===== src/rtl/alu_operand_regs.sv =====
// rtl/alu_operand_regs.sv - A/B operand registers, carry/zero flags and bus return path around the ALU
// Carry is rebuilt from the registered operands so the flags never depend on the external ALU's timing.
module alu_operand_regs #(
    parameter int WIDTH = 8
) (
    input  logic             clk,
    input  logic             rst,
    input  logic [WIDTH-1:0] bus_in,
    input  logic             ai,
    input  logic             bi,
    input  logic             ao,
    input  logic             eo,
    input  logic             su,
    input  logic             fi,
    input  logic [WIDTH-1:0] alu_out,
    output logic [WIDTH-1:0] alu_a,
    output logic [WIDTH-1:0] alu_b,
    output logic             alu_sub,
    output logic [WIDTH-1:0] bus_out,
    output logic             bus_oe,
    output logic             carry_flag,
    output logic             zero_flag,
    output logic             bus_conflict
);

    logic [WIDTH-1:0] a_q, a_d;
    logic [WIDTH-1:0] b_q, b_d;
    logic             carry_q, carry_d;
    logic             zero_q, zero_d;
    logic             conflict_q, conflict_d;

    logic [WIDTH-1:0] b_eff;
    logic             carry_now;
    logic             zero_now;

    // Ripple only the carry chain of A + B' + su; the sum bits come from the external ALU.
    always_comb begin
        b_eff     = su ? ~b_q : b_q;
        carry_now = su;
        for (int i = 0; i < WIDTH; i++) begin
            carry_now = (a_q[i] & b_eff[i]) | (carry_now & (a_q[i] ^ b_eff[i]));
        end
        zero_now = (alu_out == '0);
    end

    always_comb begin
        a_d        = a_q;
        b_d        = b_q;
        carry_d    = carry_q;
        zero_d     = zero_q;
        conflict_d = conflict_q;
        if (ai) begin
            a_d = bus_in;
        end
        if (bi) begin
            b_d = bus_in;
        end
        if (fi) begin
            carry_d = carry_now;
            zero_d  = zero_now;
        end
        if (ao && eo) begin
            conflict_d = 1'b1;
        end
    end

    always_ff @(posedge clk) begin
        if (rst) begin
            a_q        <= '0;
            b_q        <= '0;
            carry_q    <= 1'b0;
            zero_q     <= 1'b0;
            conflict_q <= 1'b0;
        end else begin
            a_q        <= a_d;
            b_q        <= b_d;
            carry_q    <= carry_d;
            zero_q     <= zero_d;
            conflict_q <= conflict_d;
        end
    end

    // eo wins over ao so a microcode slip still yields a defined bus value.
    always_comb begin
        bus_out = '0;
        if (eo) begin
            bus_out = alu_out;
        end else if (ao) begin
            bus_out = a_q;
        end
    end

    assign bus_oe       = ao | eo;
    assign alu_a        = a_q;
    assign alu_b        = b_q;
    assign alu_sub      = su;
    assign carry_flag   = carry_q;
    assign zero_flag    = zero_q;
    assign bus_conflict = conflict_q;

endmodule

===== config.mk =====
export PLATFORM = sky130hd
export DESIGN_NAME = alu_operand_regs
export DESIGN_NICKNAME = d
export VERILOG_FILES = /design/src/rtl/alu_operand_regs.sv
export SDC_FILE = /design/constraint.sdc
export NUM_CORES = 1
export LEC_CHECK = 0
export ABC_AREA = 1
export CORE_MARGIN = 1
export CORE_UTILIZATION = 40
export DETAILED_ROUTE_END_ITERATION = 16
export PLACE_DENSITY_LB_ADDON = 0.2
export SLEW_MARGIN = 25
export SYNTH_ARGS = -nofsm -noshare
export SYNTH_HDL_FRONTEND = slang
export SYNTH_SLANG_ARGS = --single-unit

===== constraint.sdc =====
create_clock -name clk -period 2.7 [get_ports clk]
set_input_delay 0.54 -clock clk [delete_from_list [all_inputs] [get_ports clk]]
set_output_delay 0.54 -clock clk [all_outputs]
set_load 0.02 [all_outputs]

==> After elaboration in Yosys (flattened, before gate mapping) <==
Index checks and enable logic that the tools add are counted.
{ "classes": {"mux": 3, "n_bitwise": 34, "reduce_logical": 2} }
{ "op_table": {"columns": ["op", "count"], "rows": [
  ["2-to-1 mux 8 bit", 3],
  ["bitwise AND 1 bit", 16],
  ["bitwise OR 1 bit", 9],
  ["zero test 8 bit", 1],
  ["inverter 8 bit", 1],
  ["XOR 1 bit", 8],
  ["logical AND 1 bit", 1]
]} }
{ "totals": {"register_bits": 19, "input_bits": 24, "out_inout_bits": 29, "wordCells": 44} }

==> Longest topological paths before layout <==
Gate-level depths: netlist of the first run.
{ "depth": {"ltp_word": 19, "mapped_depth": 17} }

==> Worst setup path after synthesis of the first run <==
OpenSTA, ideal clock, no wires.
{ "synth_timing": {"path_type": "input-to-output", "start": "in eo", "end": "out bus_out[2]", "t_arrival_ns": 1.550, "required_time_ns": 2.160, "path_slack_ns": 0.610, "cell_stages": 3, "cell_sequence": "clkbuf_1 > clkinv_1 > o21ai_0"} }
{ "synth_between": {"elab_chain_cells": 1} }
{ "synth_lines": {"columns": ["item", "line", "rtl"], "rows": [
  ["start: declaration", "12", "input logic eo,"],
  ["2-to-1 mux 8 bit", "86", "if (eo) begin"],
  ["end: declaration", "19", "output logic [WIDTH-1:0] bus_out,"]
]} }
Every way passes these cells.

==> Worst setup path in the final report of the first run <==
Same ends and word-level chain as after synthesis.

==> results of run 1 <==
## registers in the layout, indices dropped and copies added, names as in the netlist
signal        cells
alu_b             8
alu_a             8
carry_flag        1
zero_flag         1
bus_conflict      1
## logic make-up (layout without fill, tap and decap cells)
logic type / count (synthesis) / count (layout) / synth area share, %
AND/OR/NAND/NOR: 69 / 69 / 27.1
XOR/XNOR: 7 / 7 / 5.98
AO/OA/AOI/OAI: 25 / 25 / 12.6
buffers and inverters: 21 / 75 / 8.78
flip-flops: 19 / 19 / 37.1
adder cells (fa/ha/maj): 7 / 7 / 8.54
## per-stage QoR
| step | total power [mW] | hold slack, ps |
|---|---|---|
| after floorplan | 0.434 | 558 |
| final | 0.685 | 486 |
| after detailed placement | 0.550 | 474 |
| after global placement | 0.543 | 457 |
| after global routing | 0.733 | 529 |
| after CTS | 0.690 | 499 |
## cells in the mapped netlist, types with 2 or more instances
cell	instances	area [µm²]
nand2_1	27	101
nand3_1	9	45.0
o21ai_0	20	100
ha_1	7	87.6
inv_1	12	45.0
a21oi_1	4	20.0
nor4_1	2	12.5
clkinv_1	3	11.3
xor2_1	7	61.3
dfxtp_1	19	380
nor2_1	30	113
clkbuf_1	3	11.3
## power breakdown
part	switching [mW]	leakage [nW]	internal, mW	total [mW]
registers	0.0176	0.158	0.300	0.317
logic	0.112	0.553	0.114	0.225
clock network	0.0846	0.0150	0.0575	0.142
## layout make-up
type | instances | area share [%]
Clock buffer | 4 | 1.64
Inverter | 16 | 3.75
Multi-Input combinational cell | 108 | 34.7
Sequential cell | 19 | 23.8
Tap cell | 28 | 2.19
Timing Repair Buffer | 55 | 33.9
## routing by layer
metal / share of wire, % / wire [µm]
met5: 0 / 0
met4: 1.4 / 38
met2: 48 / 1290
met1: 43 / 1160
met3: 7.9 / 213
## path summary, 6_finish.rpt
check,startpoint,end,slack [ps],cells after the start
worst min-delay path,bus_conflict,bus_conflict,490,2
worst max-delay path,eo,bus_out[2],110,4
worst max register to register,alu_b[1],carry_flag,1110,16
worst min register to register,bus_conflict,bus_conflict,490,2
## worst register-to-register path: cells and delay by family (launching register included)
family / cells / cell delay, ps
flip-flops: 1 / 340
XOR/XNOR: 1 / 160
AND/OR/NAND/NOR: 13 / 650
adder cells (fa/ha/maj): 1 / 280
AO/OA/AOI/OAI: 1 / 50
==> implementation parameters, run 1 <==
Parameter                              Value

Run status
  Result of the run ... finished clean

Final layout
  Utilization of the core after routing ... 69.0%
  Synthesis-to-layout area growth ... 56.0%
  Final instance area ... 0.00160 mm²
  Highest-count cells in the layout ignoring fill and taps ... 52 x clkdlybuf4s50_1, 30 x nor2_1, 27 x nand2_1, 20 x o21ai_0, 19 x dfxtp_1
  Fraction of layout cells with a size suffix above 1 ... 4.46%
  Number of filler cells placed in the layout ... 183
  Leading cell type in the layout, fill and taps excluded ... clkdlybuf4s50_1
  Final standard cell count with taps included and fillers excluded ... 230
  Area taken by flip-flops and latches ... 380 µm²
  Total Nets Final ... 234
  Area of combinational cells with multiple inputs ... 556 µm²
  Diode count ... 0

Timing
  Period utilisation layout ... 95.9%
  Post-route setup TNS ... 0 ps
  Number of endpoints with negative hold slack in the final report ... 0
  Worst-case clock skew ... 1.85 ps
  Setup Viol. Count Final ... 0
  Min setup slack post-route ... 111 ps
  Worst relative slew slack ... 69.8%
  Post-layout minimum cycle time ... 2590 ps
  Final number of max-transition violations ... 0
  FMAX ... 386 MHz
  Setup repair after global routing missed its margin ... no
  Slew at the pin with the worst max-slew slack ... 453 ps

Placed design
  Count of input and output buffers ... 52
  Instance area at placement ... 0.00157 mm²
  Final Wtd Congestion ... 0.789
  DP HPWL ... 2190 µm
  Instance count after placement with tap cells included ... 226
  Worst setup timing slack at the placement stage ... 123 ps

Global route
  Met1 GRT Util ... 26.4%
  Global-route track usage on met2 ... 36.3%
  Total global-route track usage ... 21.8%
  Global-route layer with the greatest usage ... met2
  Maximum number of pins on one net before global-route repair ... 19
  Via count of the first global-routing pass ... 955
  Wire length of the first global-routing pass ... 4360 µm
  Number of antenna violations at the first check in global routing ... 0
  GR Layer Usage met3 ... 5.22%
  Global-route congestion overflow total ... 0

Critical path
  Critical path buffers and inverters ... 3
  Slowest library cell on the worst path ... clkdlybuf4s50_1
  Crit-path leading delay family ... buffers and inverters
  Crit Path Category ... primary input to output pin
  Most Frequent Cell on Critical Path ... clkdlybuf4s50_1
  Critical path cell sequence ... clkdlybuf4s50_1, clkinv_1, o21ai_0, clkdlybuf4s50_1
  Largest stage delay on the critical path ... 630 ps
  Critical Path RT ... 2160 ps
  Crit end category ... output pin
  Arrival time at the worst endpoint ... 2050 ps
  Worst setup SP type ... primary input
  Worst Path Max Fanout ... 7

CTS
  Number of gates resized after cts ... 0
  Clock tree from TritonCTS ... done
  CTS Buffer Depth ... 2
  Library cell used as clock root buffer ... clkbuf_4
  Setup bufs post-CTS ... 0
  Clock Latency Late Sink ... 290 ps
  Clock slew at the register clock pins of the worst setup and hold paths ... 100 ps
  Number of clock buffers inserted by TritonCTS ... 3
  Max H-tree Level ... 1
  Number of buffers inserted by hold repair at cts ... 0
  Clock net sink count ... 19

Route
  Detail Route Antenna Nets ... 0
  Avg WL per Cell ... 11.8 µm
  Routed vias ... 1141
  Violation count after the first detailed-routing iteration ... 26
  Detailed-routing iteration count for the pre-antenna-repair pass ... 4
  Number of remaining DRC errors ... 0
  Via density per instance ... 4.96
  Wirelength, routed ... 2710 µm

Logic synthesis
  Per-instance average area after synthesis ... 6.93 µm²
  Share of flip-flops with an asynchronous set or reset ... 0%
  Combined area of all synthesized cells ... 0.00103 mm²
  Yosys warning count ... 0
  Syn Nets ... 179
  Distinct cells, synth ... 17
  Commonest register cell after synthesis ... dfxtp_1
  Number of synthesized register bits ... 19
  Number of instances in the synthesized netlist ... 148
  Post-synth EDFFs ... 0
  Sequential area share after synthesis ... 37.1%

Power
  Power per Cell Area ... 428 mW/mm²
  Lkg Pwr ... 0.726 nW
  Maximum ir drop on the vdd rail ... 329 µV

Floorplanning
  Initial Util ... 44.3%
  Standard-cell row count ... 17
  Die H ... 52.6 µm
  Die W ... 52.6 µm
  Die footprint ... 0.00277 mm²
  Total I/O pin count ... 53
  Total core area ... 0.00232 mm²

Flow run
  Maxcap violations ... 0

Hold path
  Worst hold path class ... flip-flop to flip-flop
No activity file was read; power rests on OpenSTA's default activity.
==> run 2, diff against run 1 <==
--- a/config.mk
+++ b/config.mk
@@ -6,6 +6,8 @@
 export NUM_CORES = 1
 export LEC_CHECK = 0
 export ABC_AREA = 1
+export ABC_CLOCK_PERIOD_IN_PS = 2700
+export CORE_ASPECT_RATIO = 0.7
 export CORE_MARGIN = 1
 export CORE_UTILIZATION = 40
 export DETAILED_ROUTE_END_ITERATION = 16
==> run 2 against run 1 <==
Utilization is 1.5 points higher. Die area is 0.11% higher. Via count is 0.96% lower. Final cell count is 1.3% higher. Sequential power hardly changed. Highest routed layer unchanged.
==> implementation parameters, run 2 (synthesized netlist as in run 1, its figures left out) <==
Parameter                              Value

Route
  Via density per instance ... 4.85 (was 4.96)
  Wirelength, routed ... 2880 µm (was 2710 µm)
  Avg WL per Cell ... 12.3 µm (was 11.8 µm)
  Number of remaining DRC errors ... 0 (unchanged)
  Detail Route Antenna Nets ... 0 (unchanged)
  Routed vias ... 1130 (was 1141)
  Detailed-routing iteration count for the pre-antenna-repair pass ... 4 (unchanged)
  Violation count after the first detailed-routing iteration ... 72 (was 26)

Critical path
  Crit end category ... output pin (unchanged)
  Worst setup SP type ... primary input (unchanged)
  Register-to-register path setup slack ... 1000 ps (was 1110 ps)
  Crit Path Category ... primary input to output pin (unchanged)
  Register-to-Register Path Depth ... 16 (unchanged)
  Arrival time at the worst endpoint ... 2090 ps (was 2050 ps)
  Worst Path Max Fanout ... 10 (was 7)
  Critical Path RT ... 2160 ps (about the same)

Floorplanning
  Die H ... 44.4 µm (was 52.6 µm)
  Total I/O pin count ... 53 (unchanged)
  Total core area ... 0.00228 mm² (was 0.00232 mm²)
  Die footprint ... 0.00277 mm² (about the same)
  Die W ... 62.5 µm (was 52.6 µm)
  Initial Util ... 45.1% (was 44.3%)
  Standard-cell row count ... 14 (was 17)

Placed design
  Final Wtd Congestion ... 0.837 (was 0.789)
  DP HPWL ... 2210 µm (was 2190 µm)
  Instance area at placement ... 0.00157 mm² (about the same)
  Worst setup timing slack at the placement stage ... 56.0 ps (was 123 ps)
  Count of input and output buffers ... 52 (unchanged)

Final layout
  Leading cell type in the layout, fill and taps excluded ... clkdlybuf4s50_1 (unchanged)
  Fraction of layout cells with a size suffix above 1 ... 4.98% (was 4.46%)
  Final instance area ... 0.00161 mm² (was 0.00160 mm²)
  Total Nets Final ... 233 (was 234)
  Diode count ... 0 (unchanged)
  Synthesis-to-layout area growth ... 56.5% (was 56.0%)
  Highest-count cells in the layout ignoring fill and taps ... 51 x clkdlybuf4s50_1, 30 x nor2_1, 27 x nand2_1, 20 x o21ai_0, 19 x dfxtp_1 (was 52 x clkdlybuf4s50_1, 30 x nor2_1, 27 x nand2_1, 20 x o21ai_0, 19 x dfxtp_1)

Timing
  FMAX ... 380 MHz (was 386 MHz)
  Period utilisation layout ... 97.3% (was 95.9%)
  Post-layout minimum cycle time ... 2630 ps (was 2590 ps)
  Final number of max-transition violations ... 0 (unchanged)
  Min setup slack post-route ... 71.8 ps (was 111 ps)
  Post-route setup TNS ... 0 ps (unchanged)
  Worst-case clock skew ... 7.57 ps (was 1.85 ps)
  Setup repair after global routing missed its margin ... no (unchanged)
  Number of endpoints with negative hold slack in the final report ... 0 (unchanged)
  Slew at the pin with the worst max-slew slack ... 450 ps (was 453 ps)
  Worst relative slew slack ... 70.0% (was 69.8%)
  Setup Viol. Count Final ... 0 (unchanged)

Hold path
  Worst hold path class ... flip-flop to flip-flop (unchanged)
  Hold Path Depth ... 2 (unchanged)

Power
  Maximum ir drop on the vdd rail ... 371 µV (was 329 µV)
  Overall power consumption ... 0.695 mW (was 0.685 mW)
  Lkg Pwr ... 0.736 nW (was 0.726 nW)
  Power per Cell Area ... 433 mW/mm² (was 428 mW/mm²)

CTS
  CTS Buffer Depth ... 2 (unchanged)
  Number of clock buffers inserted by TritonCTS ... 3 (unchanged)
  Clock Latency Late Sink ... 300 ps (was 290 ps)
  Number of buffers inserted by hold repair at cts ... 0 (unchanged)
  Library cell used as clock root buffer ... clkbuf_4 (unchanged)
  Clock slew at the register clock pins of the worst setup and hold paths ... 120 ps (was 100 ps)
  Clock tree from TritonCTS ... done (unchanged)
  Clock net sink count ... 19 (unchanged)
  Max H-tree Level ... 1 (unchanged)
  Setup bufs post-CTS ... 0 (unchanged)
  Number of gates resized after cts ... 0 (unchanged)

Global route
  Global-route congestion overflow total ... 0 (unchanged)
  Wire length of the first global-routing pass ... 4670 µm (was 4360 µm)
  Via count of the first global-routing pass ... 1097 (was 955)
  Number of antenna violations at the first check in global routing ... 0 (unchanged)
  Total global-route track usage ... 21.8% (about the same)
  Maximum number of pins on one net before global-route repair ... 19 (unchanged)

Flow run
  Maxcap violations ... 0 (unchanged)

Run status
  Result of the run ... finished clean (unchanged)
-- run 2: worst paths after layout --
check / end / from
worst max-delay path: bus_out[2] / eo
worst min-delay path: alu_a[0] / alu_a[0]
worst max register to register: carry_flag / alu_b[1]
worst min register to register: alu_a[0] / alu_a[0]
-- run 2: per-layer routing --
layer | global-route usage [%] | wire length, µm | up-vias
met4 | 4.65 | 11 | 0
li1 | - | - | 579
met5 | 0 | 0 | -
met3 | 7.47 | 189 | 2
met2 | 39.6 | 1300 | 40
met1 | 25.6 | 1380 | 509
-- run 2: final cells by class --
class	instances	area [µm²]
clock buffer	3	22.5
clock inverter	1	5.00
fill	205	672
inverter	16	63.8
multi-input combinational	108	556
sequential	19	380
tap	32	40.0
timing repair buffer	54	538
-- run 2: power by group --
part	leakage, nW	switching, mW	internal (mW)
clock	0.0177	0.0929	0.0553
sequential	0.158	0.0186	0.300
combinational	0.560	0.115	0.113
total	0.736	0.226	0.468
-- run 2: critical path, cell delays in order --
cell	delay [ps]
clkdlybuf4s50_1	540
clkinvlp_4	200
o21ai_0	180
clkdlybuf4s50_1	620
-- run 2: per-stage QoR --
step	hold WS, ps	utilization (%)	cells
finish	505	70.5	233
global route	528	70.5	233
CTS	507	70.2	233
detailed placement	480	69.0	229
global placement	457	69.0	229
floorplan	558	-	148
==> run 3, diff against run 2 <==
--- a/config.mk
+++ b/config.mk
@@ -9,10 +9,11 @@
 export ABC_CLOCK_PERIOD_IN_PS = 2700
 export CORE_ASPECT_RATIO = 0.7
 export CORE_MARGIN = 1
-export CORE_UTILIZATION = 40
+export CORE_UTILIZATION = 42
 export DETAILED_ROUTE_END_ITERATION = 16
 export PLACE_DENSITY_LB_ADDON = 0.2
 export SLEW_MARGIN = 25
 export SYNTH_ARGS = -nofsm -noshare
 export SYNTH_HDL_FRONTEND = slang
 export SYNTH_SLANG_ARGS = --single-unit
+export TNS_END_PERCENT = 20
==> run 3 against run 2 <==
Critical path depth is the same. Setup slack gained 15 ps. Clock-buffer cell count is the same. Power shrank 0.32%. Cell area is the same. Register-to-register slack lost 30 ps. Largest cell class unchanged.
==> implementation parameters, run 3 (synthesized netlist as in run 1, its figures left out) <==
Parameter                              Value

Global route
  Met1 GRT Util ... 30.3% (was 25.6%)
  Number of antenna violations at the first check in global routing ... 0 (unchanged)
  Via count of the first global-routing pass ... 1014 (was 1097)
  Global-route layer with the greatest usage ... met2 (unchanged)
  Maximum number of pins on one net before global-route repair ... 19 (unchanged)
  Global-route congestion overflow total ... 0 (unchanged)
  Total global-route track usage ... 23.4% (was 21.8%)
  Global-route track usage on met2 ... 38.0% (was 39.6%)
  GR Layer Usage met3 ... 7.16% (was 7.47%)
  Wire length of the first global-routing pass ... 4480 µm (was 4670 µm)

Critical path
  Worst setup SP type ... primary input (unchanged)
  Arrival time at the worst endpoint ... 2070 ps (was 2090 ps)
  Critical Path RT ... 2160 ps (about the same)
  Worst Path Max Fanout ... 10 (unchanged)
  Crit Path Category ... primary input to output pin (unchanged)
  Crit end category ... output pin (unchanged)

Final layout
  Fraction of layout cells with a size suffix above 1 ... 4.98% (unchanged)
  Final standard cell count with taps included and fillers excluded ... 233 (unchanged)
  Leading cell type in the layout, fill and taps excluded ... clkdlybuf4s50_1 (unchanged)
  Number of filler cells placed in the layout ... 196 (was 205)
  Final instance area ... 0.00161 mm² (unchanged)
  Diode count ... 0 (unchanged)
  Synthesis-to-layout area growth ... 56.5% (unchanged)
  Highest-count cells in the layout ignoring fill and taps ... 51 x clkdlybuf4s50_1, 30 x nor2_1, 27 x nand2_1, 20 x o21ai_0, 19 x dfxtp_1 (unchanged)
  Total Nets Final ... 233 (unchanged)

Timing
  FMAX ... 383 MHz (was 380 MHz)
  Min setup slack post-route ... 87.2 ps (was 71.8 ps)
  Worst-case clock skew ... 5.38 ps (was 7.57 ps)
  Slew at the pin with the worst max-slew slack ... 437 ps (was 450 ps)
  Final number of max-transition violations ... 0 (unchanged)
  Post-route setup TNS ... 0 ps (unchanged)
  Post-layout minimum cycle time ... 2610 ps (was 2630 ps)
  Number of endpoints with negative hold slack in the final report ... 0 (unchanged)
  Setup Viol. Count Final ... 0 (unchanged)
  Worst relative slew slack ... 70.8% (was 70.0%)
  Setup repair after global routing missed its margin ... no (unchanged)
  Period utilisation layout ... 96.8% (was 97.3%)

CTS
  Clock Latency Late Sink ... 300 ps (about the same)
  Number of clock buffers inserted by TritonCTS ... 3 (unchanged)
  Clock tree from TritonCTS ... done (unchanged)
  Clock slew at the register clock pins of the worst setup and hold paths ... 110 ps (was 120 ps)
  Max H-tree Level ... 1 (unchanged)
  Clock net sink count ... 19 (unchanged)
  CTS Buffer Depth ... 2 (unchanged)
  Library cell used as clock root buffer ... clkbuf_4 (unchanged)
  Setup bufs post-CTS ... 0 (unchanged)

Route
  Detail Route Antenna Nets ... 0 (unchanged)
  Avg WL per Cell ... 12.3 µm (about the same)
  Routed vias ... 1135 (was 1130)
  Wirelength, routed ... 2860 µm (was 2880 µm)
  Via density per instance ... 4.87 (was 4.85)
  Detailed-routing iteration count for the pre-antenna-repair pass ... 4 (unchanged)
  Violation count after the first detailed-routing iteration ... 73 (was 72)
  Number of remaining DRC errors ... 0 (unchanged)

Power
  Overall power consumption ... 0.692 mW (was 0.695 mW)
  Lkg Pwr ... 0.736 nW (unchanged)
  Maximum ir drop on the vdd rail ... 252 µV (was 371 µV)
  Power per Cell Area ... 431 mW/mm² (was 433 mW/mm²)

Flow run
  Maxcap violations ... 0 (unchanged)

Floorplanning
  Total core area ... 0.00222 mm² (was 0.00228 mm²)
  Die footprint ... 0.00265 mm² (was 0.00277 mm²)
  Die W ... 61.1 µm (was 62.5 µm)
  Initial Util ... 46.1% (was 45.1%)
  Standard-cell row count ... 14 (unchanged)
  Die H ... 43.4 µm (was 44.4 µm)
  Total I/O pin count ... 53 (unchanged)

Placed design
  Instance count after placement with tap cells included ... 229 (unchanged)
  Final Wtd Congestion ... 0.804 (was 0.837)
  Worst setup timing slack at the placement stage ... 39.2 ps (was 56.0 ps)
  DP HPWL ... 2200 µm (was 2210 µm)
  Count of input and output buffers ... 52 (unchanged)
  Instance area at placement ... 0.00157 mm² (unchanged)

Run status
  Result of the run ... finished clean (unchanged)

Hold path
  Worst hold path class ... flip-flop to flip-flop (unchanged)
-- run 3: path summary, 6_finish.rpt --
check | depth (start not counted) | end | slack (ps) | startpoint
worst min-delay path | 2 | bus_conflict | 490 | bus_conflict
worst max register to register | 16 | carry_flag | 970 | alu_b[1]
worst min register to register | 2 | bus_conflict | 490 | bus_conflict
worst max-delay path | 4 | bus_out[2] | 90 | eo
-- run 3: through the flow --
stage / utilization, % / hold slack, ps
floorplan: - / 558
global placement: 70.6 / 467
detailed placement: 70.6 / 473
CTS: 71.9 / 500
global route: 72.2 / 523
finish: 72.2 / 494
-- run 3: layer usage --
layer  wire (µm)  up-vias
met4          18        0
met3         270        2
li1            -      581
met2        1280       51
met1        1290      501
met5           0        -
-- run 3: worst max-delay path, cell delays in order --
cell             delay, ps
clkdlybuf4s50_1        530
clkinvlp_4             190
o21ai_0                190
clkdlybuf4s50_1        620
-- run 3: layout make-up --
type / count / area (µm²) / area share [%]
Tap cell: 32 / 40.0 / 2.49
Inverter: 16 / 63.8 / 3.98
Clock inverter: 1 / 5.00 / 0.312
Multi-Input combinational cell: 108 / 556 / 34.6
Sequential cell: 19 / 380 / 23.7
Timing Repair Buffer: 54 / 538 / 33.5
Clock buffer: 3 / 22.5 / 1.40
-- run 3: power by group --
group | switching, mW | internal (mW) | total [mW]
combinational | 0.114 | 0.113 | 0.227
sequential | 0.0190 | 0.300 | 0.319
clock | 0.0910 | 0.0553 | 0.146
-- run 3: timing repair --
| action | CTS | global route |
|---|---|---|
| hold buffers | 0 | 0 |
| gates resized for setup | 0 | 2 |
| setup endpoints to repair | 0 | 2 |
